==> config.mk <==
export PLATFORM = sky130hd
export DESIGN_NAME = jk_modn_updown_counter
export DESIGN_NICKNAME = d
export VERILOG_FILES = /design/src/rtl/jk_modn_updown_counter.sv
export SDC_FILE = /design/constraint.sdc
export NUM_CORES = 1
export LEC_CHECK = 0
export CORE_MARGIN = 4
export CORE_UTILIZATION = 37
export DETAILED_ROUTE_END_ITERATION = 6
export PLACE_DENSITY = 0.73
export SYNTH_ARGS = -nofsm -noshare
export SYNTH_HDL_FRONTEND = slang
export SYNTH_SLANG_ARGS = --single-unit
==> constraint.sdc <==
create_clock -name Clk -period 1.66 [get_ports Clk]
set_input_delay 0.332 -clock Clk [delete_from_list [all_inputs] [get_ports Clk]]
set_output_delay 0.332 -clock Clk [all_outputs]
set_load 0.01 [all_outputs]
==> src/rtl/jk_modn_updown_counter.sv <==
// Mod-N up/down counter built on JK state bits; exports per-bit J/K excitation
// so an external gate-level JK flip-flop bank can track the same sequence.
module jk_modn_updown_counter #(
  parameter int unsigned WIDTH   = 4,
  parameter int unsigned MODULUS = 10
) (
  input  logic             Clk,
  input  logic             Rst,
  input  logic             En,
  input  logic             Up,
  input  logic             Load,
  input  logic [WIDTH-1:0] D,
  output logic [WIDTH-1:0] Q,
  output logic [WIDTH-1:0] J,
  output logic [WIDTH-1:0] K,
  output logic             Tc,
  output logic             Carry,
  output logic             Err
);

  // One extra bit so MODULUS == 2**WIDTH is representable for the load check
  localparam int unsigned CMP_W = WIDTH + 1;
  localparam logic [WIDTH-1:0] MAX_VAL = WIDTH'(MODULUS - 1);
  localparam logic [CMP_W-1:0] MOD_EXT = CMP_W'(MODULUS);

  logic [WIDTH-1:0] q_q, q_d;
  logic             carry_q, carry_d;
  logic             err_q, err_d;

  logic [WIDTH-1:0] target;
  logic             d_legal;
  logic             at_max;
  logic             at_zero;

  assign d_legal = ({1'b0, D} < MOD_EXT);
  assign at_max  = (q_q == MAX_VAL);
  assign at_zero = (q_q == '0);

  // Requested next state, priority Rst > Load > En > hold
  always_comb begin
    target = q_q;
    if (Rst) begin
      target = '0;
    end else if (Load) begin
      target = d_legal ? D : '0;
    end else if (En) begin
      if (Up) begin
        target = at_max ? '0 : q_q + WIDTH'(1);
      end else begin
        target = at_zero ? MAX_VAL : q_q - WIDTH'(1);
      end
    end
  end

  // Excitation with don't-cares resolved to 0, then JK characteristic equation
  always_comb begin
    J       = ~q_q & target;
    K       = q_q & ~target;
    q_d     = (J & ~q_q) | (~K & q_q);
    Tc      = En & ~Load & ~Rst & ((Up & at_max) | (~Up & at_zero));
    carry_d = Tc;
    err_d   = err_q | (Load & ~d_legal);
  end

  always_ff @(posedge Clk) begin
    if (Rst) begin
      q_q     <= '0;
      carry_q <= 1'b0;
      err_q   <= 1'b0;
    end else begin
      q_q     <= q_d;
      carry_q <= carry_d;
      err_q   <= err_d;
    end
  end

  assign Q     = q_q;
  assign Carry = carry_q;
  assign Err   = err_q;

endmodule

==> impl_metrics.csv <==
group,metric,value,unit
critical_path,critPathRequiredTime,1330,ps
floorplanning,row_count,14,
synth,synthArstFlopShare,0,%
finish,syn_to_final_growth,101,%
timing,timing.final.ws_setup,-511,ps
pwr,p_int,0.000406,W
floorplanning,dieArea,2260,um^2
critical_path,start_kind,"flop",
floorplanning,chipHeight,47.5,um
global_route,grt_use_total,23.0,%
floorplanning,die_x,47.5,um
placement,placed_area,986,um^2
status,outcome,"complete, but fails checks",
pwr,p_sw,0.000232,W
synth,synth_enable_flop_cells,0,
detailed_routing,ant_nets,0,
placement,place_hpwl,1460,um
synth,syn_area_per_cell,7.71,um^2
pwr,ir_drop,321,uV
synth,seq_area_frac_synth,20.8,%
floorplanning,initial_core_util,38.8,%
synth,synth_nets,87,
floorplanning,boundaryPins,24,
worst_hold_path,hp-class,"reg -> reg",
timing,setup_viol,9,
timing,hold_viol,0,
critical_path,path_cells,"or4b_1, o311a_1, o31ai_2, buf_4, nor3_2, buf_2",
synth,synthCells,75,
global_route,grt_pass1_vias,789,
pwr,p_leak,0.541,nW
critical_path,reg2reg_to,"Q[3]",
critical_path,crit_type,"reg -> out",
timing,slew_violations,0,
critical_path,crit_path_end,"J[3]",
clock_tree,cts_buffers,3,
finish,fill_cells,93,
finish,fin_area,1160,um^2
clock_tree,cts_sinks,6,
finish,layout_common_cells,"buf_4 (26), clkdlybuf4s50_1 (10), buf_2 (8)",
detailed_routing,dr.first_iter.drc_count,28,
finish,drive_gt1_share,57.5,%
detailed_routing,via_count,810,
timing,fmax,461,MHz
clock_tree,clock_path_buffers,2,
critical_path,crit_fanout,4,
critical_path,r2r_slack,110,ps
synth,synth.distinct_cells,35,
timing,post-route-period-util,131,%
flow_run,maxCapViolCount,0,
critical_path,arrival,1840,ps
clock_tree,cts_tree,"yes",
clock_tree,clock_latency,260,ps
synth,ys_warn_count,0,
finish,fin_util,78.0,%
clock_tree,clk_pin_slew,60,ps
detailed_routing,first_pass_iters,7,
critical_path,reg2reg_depth,5,
pwr,seqPwrFrac,25.3,%
timing,fin_skew,1.39,ps
pwr,switching_share,36.4,%
finish,antenna_cells,0,
clock_tree,cts_hold_buf,0,
timing,finalCriticalPeriod,2170,ps
floorplanning,coreArea,1490,um^2
synth,syn_area,578,um^2
detailed_routing,via_per_inst,5.66,
global_route,grt_max_degree,10,
critical_path,rr_startpoint,"Q[0]",
critical_path,slowest_delay,520,ps
timing,worst_pin_slew,327,ps
global_route,antenna_found_initial,0,
global_route,grt_first_pass_wirelength,3550,um
finish,final_common_cell,"buf_4",
pwr,combPwrFrac,48.1,%
pwr,pwr-share-clk,26.6,%
critical_path,crit_path_top_delay_cell,"or4b_1",
pwr,pwr_density_cell,550,nW/um^2
clock_tree,htree_levels,1,
clock_tree,cts_root_buf,"clkbuf_4",
timing,slew_headroom,77.7,%
critical_path,end_kind,"output port",
detailed_routing,post_drt_wl_per_cell,16.8,um
detailed_routing,drc,0,
placement,gp_congestion,0.807,
global_route,grt-ovfl-total,0,
status,failed_checks,"setup timing",
finish,finalNetCount,140,
synth,synth_seq_cells,6,
timing,rsz0062_at_grt,"yes",
detailed_routing,totalWireLength,2400,um
placement,port_buffers,23,
critical_path,cp-startpoint,"Q[0]",
synth,synth_ff_type,"dfxtp_1",
layer usage:
layer | global-route usage [%] | part of all wire, % | wire [um]
met5 | 0 | 0 | 0
met4 | 13.3 | 1.9 | 45
met3 | 5.64 | 5.6 | 134
met2 | 38.8 | 53 | 1280
met1 | 26.2 | 39 | 942
worst max-delay path, delay by kind of cell, from the launching register on:
kind,cells,cell delay [ps]
and+or+nand+nor,2,550
AOI/OAI and AO/OA,2,370
buffers and inverters,2,300
DFF,1,350
how the worst min path moves through the flow:
stage | start | end | slack (ps) | cells after the start
CTS | Err | Err | 450 | 2
detailed placement | Err | Err | 430 | 2
global placement | Err | Err | 430 | 2
finish | Err | Err | 440 | 2
floorplan | Rst | Err | 400 | 1
global route | Err | Err | 460 | 2
cells by family after synthesis:
| group | Yosys count | synth area share (%) |
|---|---|---|
| AND/OR/NAND/NOR | 30 | 29.9 |
| AO/OA/AOI/OAI | 28 | 34.0 |
| buffers and inverters | 8 | 8.87 |
| flip-flops | 6 | 20.8 |
| adder cells (fa/ha/maj) | 3 | 6.49 |
state kept, by name (all words and copies together) (netlist names):
name,count
Carry,1
Err,1
Q,4
stage by stage:
step	std cells	setup WS (ps)	TNS [ps]	total power, W	hold WS, ps
after global routing	143	-566	-4240	0.000674	457
after CTS	143	-498	-3450	0.000622	447
after detailed placement	133	-986	-8120	0.000415	435
after floorplan	75	-187	-443	0.000282	401
final	143	-511	-3680	0.000638	442
after global placement	133	-963	-7730	0.000409	429
cells in the mapped netlist (3+ instances only):
| cell | instances | area, um^2 |
|---|---|---|
| o21ai_0 | 4 | 20.0 |
| a31oi_1 | 3 | 18.8 |
| dfxtp_1 | 6 | 120 |
| inv_1 | 5 | 18.8 |
| nand2_1 | 4 | 15.0 |
| and2_1 | 3 | 18.8 |
| nor2_1 | 8 | 30.0 |
| a21oi_1 | 7 | 35.0 |
| ha_1 | 3 | 37.5 |
cell type report:
class	count	area, um^2	share of cell area [%]
inverter	5	18.8	1.62
clock buffer	4	26.3	2.26
timing repair buffer	51	412	35.5
multi-input combinational	61	556	47.8
tap	16	20.0	1.72
sequential	6	129	11.1
power by group through the flow:
stage | clock, W | sequential, W | combinational [W]
after floorplan | 0 | 0.000171 | 0.000111
after global placement | 0 | 0.000164 | 0.000245
after detailed placement | 0 | 0.000165 | 0.000250
after CTS | 0.000175 | 0.000161 | 0.000286
after global routing | 0.000182 | 0.000162 | 0.000329
final | 0.000170 | 0.000161 | 0.000307
repair_timing:
action                                 4_1_cts  5_1_grt
buffers inserted                             6        0
setup endpoints to repair                    9       11
pin swaps                                   13        3
resized for setup                           60       11
endpoints found under the hold margin        0        0
gates cloned                                 0        0
No activity file was read; power rests on OpenSTA's default activity.
